$ cat config.mk
export PLATFORM = sky130hd
export DESIGN_NAME = macc_dot_driver_flat
export DESIGN_NICKNAME = d
export VERILOG_FILES = /design/src/rtl/macc_dot_driver_if.sv /design/src/rtl/macc_dot_driver.sv /design/src/flat_wrapper.sv
export SDC_FILE = /design/constraint.sdc
export NUM_CORES = 1
export LEC_CHECK = 0
export CORE_ASPECT_RATIO = 0.7
export CORE_MARGIN = 8
export CORE_UTILIZATION = 40
export DETAILED_ROUTE_END_ITERATION = 6
export GPL_ROUTABILITY_DRIVEN = 0
export GPL_TIMING_DRIVEN = 0
export PLACE_DENSITY = 0.76
export SLEW_MARGIN = 20
export SYNTH_ARGS = -nofsm -noshare
export SYNTH_HDL_FRONTEND = slang
export SYNTH_SLANG_ARGS = --single-unit
$ cat constraint.sdc
create_clock -name clk -period 4.77 [get_ports clk]
set_clock_uncertainty 0.2 [all_clocks]
set_input_delay 1.431 -clock clk [delete_from_list [all_inputs] [get_ports clk]]
set_output_delay 1.431 -clock clk [all_outputs]
set_load 0.005 [all_outputs]
$ cat src/rtl/macc_dot_driver_if.sv
// macc_dot_driver_if: start/len command, operand-pair stream and result stream of the dot-product driver
interface macc_dot_driver_if #(
  parameter int SIZEIN  = 16,
  parameter int SIZEOUT = 40,
  parameter int LENW    = 16
);
  logic                      start;
  logic [LENW-1:0]           len;
  logic                      in_valid;
  logic                      in_ready;
  logic signed [SIZEIN-1:0]  in_a;
  logic signed [SIZEIN-1:0]  in_b;
  logic                      res_valid;
  logic                      res_ready;
  logic signed [SIZEOUT-1:0] res_data;
  logic                      busy;
  logic                      len_err;
  modport master (
    output start, len, in_valid, in_a, in_b, res_ready,
    input  in_ready, res_valid, res_data, busy, len_err
  );
  modport slave (
    input  start, len, in_valid, in_a, in_b, res_ready,
    output in_ready, res_valid, res_data, busy, len_err
  );
endinterface

$ cat src/rtl/macc_dot_driver.sv
// macc_dot_driver: feeds operand pairs to a 3-stage MAC and captures each vector's dot product
module macc_dot_driver #(
  parameter int SIZEIN  = 16,
  parameter int SIZEOUT = 40,
  parameter int LENW    = 16
) (
  input  logic                      clk,
  input  logic                      rst,
  macc_dot_driver_if.slave          bus,
  output logic signed [SIZEIN-1:0]  macc_a,
  output logic signed [SIZEIN-1:0]  macc_b,
  output logic                      macc_sload,
  output logic                      macc_ce,
  input  logic signed [SIZEOUT-1:0] macc_accum
);
  localparam logic [0:0] IDLE = 1'b0;
  localparam logic [0:0] RUN  = 1'b1;
  logic [0:0]                state_q, state_d;
  logic [LENW-1:0]           rem_q, rem_d;
  logic                      first_q, first_d;
  logic                      fld_q, fld_d;
  logic                      sload_q, sload_d;
  logic                      rv_q, rv_d;
  logic                      lerr_q, lerr_d;
  logic signed [SIZEIN-1:0]  a_q, a_d, b_q, b_d;
  logic [3:0]                tag_q, tag_d;
  logic signed [SIZEOUT-1:0] rd_q, rd_d;
  logic                      run, ce, rdy, acc, last, go, cap;
  assign macc_a        = a_q;
  assign macc_b        = b_q;
  assign macc_sload    = sload_q;
  assign macc_ce       = ce;
  assign bus.in_ready  = rdy;
  assign bus.res_valid = rv_q;
  assign bus.res_data  = rd_q;
  assign bus.len_err   = lerr_q;
  assign bus.busy      = run | (|tag_q);
  // next-state logic; a start coinciding with the last pair is taken so vectors can run back to back
  always_comb begin
    run     = state_q == RUN;
    ce      = ~(tag_q[3] & rv_q & ~bus.res_ready);
    rdy     = run & ce;
    acc     = bus.in_valid & rdy;
    last    = acc & (rem_q == LENW'(1));
    go      = bus.start & (bus.len != '0) & (~run | last);
    lerr_d  = bus.start & (bus.len == '0) & (~run | last);
    state_d = go ? RUN : (last ? IDLE : state_q);
    rem_d   = go ? bus.len : (acc ? rem_q - LENW'(1) : rem_q);
    first_d = go | (first_q & ~acc);
    fld_d   = ce ? (acc & first_q) : fld_q;
    sload_d = ce ? fld_q : sload_q;
    a_d     = ce ? (acc ? bus.in_a : '0) : a_q;
    b_d     = ce ? (acc ? bus.in_b : '0) : b_q;
    tag_d   = ce ? {tag_q[2:0], last} : tag_q;
    cap     = ce & tag_q[3];
    rv_d    = cap | (rv_q & ~bus.res_ready);
    rd_d    = cap ? macc_accum : rd_q;
  end
  // state registers; reset discards everything in flight
  always_ff @(posedge clk or posedge rst) begin
    if (rst) begin
      state_q <= IDLE;
      rem_q   <= '0;
      first_q <= 1'b0;
      fld_q   <= 1'b0;
      sload_q <= 1'b0;
      a_q     <= '0;
      b_q     <= '0;
      tag_q   <= '0;
      rv_q    <= 1'b0;
      rd_q    <= '0;
      lerr_q  <= 1'b0;
    end else begin
      state_q <= state_d;
      rem_q   <= rem_d;
      first_q <= first_d;
      fld_q   <= fld_d;
      sload_q <= sload_d;
      a_q     <= a_d;
      b_q     <= b_d;
      tag_q   <= tag_d;
      rv_q    <= rv_d;
      rd_q    <= rd_d;
      lerr_q  <= lerr_d;
    end
  end
endmodule

$ cat src/flat_wrapper.sv
// flat-port wrapper written by rule: the top's interface ports become plain ports
module macc_dot_driver_flat 
#(
  parameter int SIZEIN  = 16,
  parameter int SIZEOUT = 40,
  parameter int LENW    = 16
)
  (clk, rst, macc_a, macc_b, macc_sload, macc_ce, macc_accum, bus_start, bus_len, bus_in_valid, bus_in_a, bus_in_b, bus_res_ready, bus_in_ready, bus_res_valid, bus_res_data, bus_busy, bus_len_err);
  macc_dot_driver_if #(.SIZEIN(SIZEIN), .SIZEOUT(SIZEOUT), .LENW(LENW)) bus_i ();
  input  logic clk;
  input  logic rst;
  output logic signed [SIZEIN-1:0] macc_a;
  output logic signed [SIZEIN-1:0] macc_b;
  output logic macc_sload;
  output logic macc_ce;
  input  logic signed [SIZEOUT-1:0] macc_accum;
  input wire logic [$bits(bus_i.start)-1:0] bus_start;
  input wire logic [$bits(bus_i.len)-1:0] bus_len;
  input wire logic [$bits(bus_i.in_valid)-1:0] bus_in_valid;
  input wire logic [$bits(bus_i.in_a)-1:0] bus_in_a;
  input wire logic [$bits(bus_i.in_b)-1:0] bus_in_b;
  input wire logic [$bits(bus_i.res_ready)-1:0] bus_res_ready;
  output wire logic [$bits(bus_i.in_ready)-1:0] bus_in_ready;
  output wire logic [$bits(bus_i.res_valid)-1:0] bus_res_valid;
  output wire logic [$bits(bus_i.res_data)-1:0] bus_res_data;
  output wire logic [$bits(bus_i.busy)-1:0] bus_busy;
  output wire logic [$bits(bus_i.len_err)-1:0] bus_len_err;
  assign bus_i.start = bus_start;
  assign bus_i.len = bus_len;
  assign bus_i.in_valid = bus_in_valid;
  assign bus_i.in_a = bus_in_a;
  assign bus_i.in_b = bus_in_b;
  assign bus_i.res_ready = bus_res_ready;
  assign bus_in_ready = bus_i.in_ready;
  assign bus_res_valid = bus_i.res_valid;
  assign bus_res_data = bus_i.res_data;
  assign bus_busy = bus_i.busy;
  assign bus_len_err = bus_i.len_err;
  macc_dot_driver #(.SIZEIN(SIZEIN), .SIZEOUT(SIZEOUT), .LENW(LENW)) u_core (.clk(clk), .rst(rst), .bus(bus_i), .macc_a(macc_a), .macc_b(macc_b), .macc_sload(macc_sload), .macc_ce(macc_ce), .macc_accum(macc_accum));
endmodule
==> results by group <==
Run status
  • Status: completed

Yosys
  • Synthesized cell area: ~4000 um2
  • Synthesized Nets: 399
  • Yosys reg bits: 98
  • Mapped Cells: a little over 300
  • Syn. warnings: 0
  • Register area share after synthesis: 60.8%
  • Synth Flop Type: dfrtp_1
  • Post-synth EDFFs: 0
  • Synth Area per Inst: 13.3 um2
  • Netlist cell types: 36
  • Post-synth ARST share: 100%

Timing
  • Setup violators final: 0
  • Tcrit/Tclk final: between 90% and 100%
  • Smallest hold slack: 0.287 ns
  • Final Worst Setup Slack: 0.115 ns
  • Final hold violations: 0
  • Least-Margin Pin Slew: between 0.6 and 0.7 ns
  • Relative slew slack: between 50% and 60%
  • Highest clock rate: 215 MHz
  • RSZ-0062 raised after global routing: false
  • Min cycle time layout: 4.66 ns
  • Pins Over Slew Limit: 0

Detailed routing
  • Vias/cell: slightly above 5
  • Via count: 3182
  • Number of DRC markers in iteration 0: 232
  • Routed length per instance: 18.9 um
  • Antenna violation net count after detailed routing: 0
  • First-pass DRT Iterations: 4
  • WL final: 11700 um
  • DRC: 0

Placement
  • Post-Place Setup Slack: -0.600 ns
  • DPL Wire Length: around 9000 um
  • DP Cell Count: about 600
  • Number of buffers added on ports: 170

Power
  • Reg power frac: 44.8%
  • Worst vdd ir: 0.244 mV
  • Power per cell area: 404 nW/um2
  • Clock power frac: between 20% and 30%
  • Net load switching power: approximately 680 uW
  • Int Pwr: about 1.8 mW
  • Pleak: around 2.8 nW
  • Switching portion of total power: between 20 and 30%
  • Logic pwr share: 26.4%

Worst hold path
  • HP Class: flip-flop to flip-flop

Cells and area
  • Non-filler cells, final: 619
  • Fin nets: 581
  • Layout cells sized above 1: 15.9%
  • Inserted Diodes: 0
  • Area Growth Syn to Fin: 54.9%
  • Post-layout util: between 60% and 70%

Worst setup path
  • Crit-path max FO: 6
  • CP Capture Type: primary output
  • Critical Path RT: 3.14 ns
  • Startpoint Class: primary input
  • Critical Path AT: 3.02 ns
  • Crit Path Class: primary input to primary output
  • R2r setup slk: 2.00 ns

Floorplan
  • Io pins: about 170
  • Die area: 13600 um2
  • Core Rows: 30
  • Starting Density: between 40% and 50%
  • Die X: approximately 140 um
  • Core area: slightly below 10000 um2
  • Die Y: 100 um

Clock tree
  • Clk slew on worst S/H paths: 0.07 ns
  • CTS H-tree depth: 3
  • Clock Tree Root: clkbuf_16
  • CTS Buffer Depth: 2
  • Clock Sinks: 98
  • Worst-Skew Late Latency: 0.34 ns
  • Inserted Clock Buffers: 9
  • CTS tree: yes
  • CTS Hold Bufs: 0

GRT
  • Vias in the first global route: between 3000 and 4000
  • Pin count of the biggest net entering global routing: 76
  • Initial antenna violation count: 0
  • First-pass GRT wire length: 18400 um
  • Congestion Overflow GR: 0
  • Global Route Usage Sum: 17.2%

Flow run
  • Max-cap check violation count: 0
## placed cells by master, fill, tap and decap left out, drive strengths merged, types with 2 or more instances in the layout
master | netlist | routed
a32oi | 4 | 4
mux2 | 51 | 51
o21ai | 4 | 4
xor2 | 2 | 2
nor2 | 10 | 10
clkdlybuf4s50 | 0 | 169
buf | 4 | 6
ha | 2 | 2
nand2 | 23 | 23
and3 | 3 | 3
or4 | 3 | 3
nand3 | 7 | 7
nor2b | 2 | 2
and4 | 2 | 2
a21oi | 3 | 3
clkbuf | 10 | 19
xnor2 | 11 | 11
inv | 7 | 10
clkinvlp | 0 | 2
nor4 | 7 | 7
nand2b | 3 | 3
nor3 | 6 | 6
dfrtp | 98 | 98
a22o | 34 | 34
## power by group through the flow
stage / Sequential (mW) / Clock, mW / Combinational [mW]
floorplan: 1.13 / 0 / 0.304
CTS: 1.13 / 0.751 / 0.679
detailed placement: 1.14 / 0 / 0.675
global placement: 1.13 / 0 / 0.652
finish: 1.13 / 0.727 / 0.668
global route: 1.15 / 0.780 / 0.729
## Yosys cell counts, drive strengths merged, types with 4 or more instances
cell type	n	area (um2)
nand2	23	88.8
nor3	6	30.0
buf	4	16.3
nor2	10	37.5
nand3	7	35.0
inv	7	26.3
clkbuf	10	37.5
a32oi	4	35.0
a22o	34	298
xnor2	11	104
dfrtp	98	2450
nor4	7	56.3
o21ai	4	20.0
mux2	51	574
## final timing paths
| check | from | end | cells after the start |
|---|---|---|---|
| worst max-delay path | bus_res_ready | macc_ce | 5 |
| worst min-delay path | u_core.fld_q | u_core.macc_sload | 2 |
| worst max register to register | u_core.rem_q[2] | u_core.rem_q[3] | 6 |
| worst min register to register | u_core.fld_q | u_core.macc_sload | 2 |
| max in group asynchronous | rst | u_core.macc_b[14] | 3 |
| min in group asynchronous | rst | u_core.macc_b[7] | 2 |
## state kept, by name, indices dropped and copies added, names as in the netlist
| signal | cells |
|---|---|
| u_core.macc_a | 16 |
| u_core.bus.res_data | 40 |
| u_core.macc_sload | 1 |
| u_core.tag_q | 4 |
| u_core.bus.res_valid | 1 |
| u_core.macc_b | 16 |
| u_core.rem_q | 16 |
| u_core.first_q | 1 |
| u_core.bus.len_err | 1 |
| u_core.run | 1 |
| u_core.fld_q | 1 |
## area by class of cell
type / count / area, um2
Tap cell: 128 / 160
Fill cell: 743 / 3510
Multi-Input combinational cell: 185 / 1500
Clock inverter: 6 / 71.3
Sequential cell: 98 / 2450
Buffer: 13 / 63.8
Timing Repair Buffer: 172 / 1740
Inverter: 7 / 31.3
Clock buffer: 10 / 229
## stage by stage
step	cell area, um2	total power [mW]	setup TNS [ns]
6_report	6250	2.53	0
5_1_grt	6250	2.66	0
4_1_cts	6250	2.56	0
3_5_place_dp	5930	1.82	-0.600
3_3_place_gp	5900	1.78	-85.68
2_1_floorplan	4030	1.43	0
## worst max-delay path: stages
cell             delay, ns
clkdlybuf4s50_1       0.46
and3b_2               0.23
buf_4                 0.16
inv_1                 0.19
clkdlybuf4s50_1       0.55
## repair_timing
action,in CTS,in global routing
buffers inserted,1,0
pin swaps,0,0
gates resized for setup,6,1
setup endpoints to repair,1,1
## cell families after synthesis
logic type,Yosys count,synth area share [%]
AOI/OAI and AO/OA,48,9.68
xor gates and xnor gates,13,3.01
adders and majority gates,2,0.620
buffers and inverters,21,1.99
DFF,98,60.8
muxes,52,14.5
and+or+nand+nor,70,9.43
## per-layer routing
metal	global-route usage, %	up-vias	wire length [um]	part of all wire, %
met5	0	-	0	0
met4	5.05	0	153	1.3
met3	6.49	16	1110	9.5
met2	27.2	154	5320	45
met1	21.5	1547	5130	44
li1	-	1465	-	-
No activity file was read; power rests on OpenSTA's default activity.
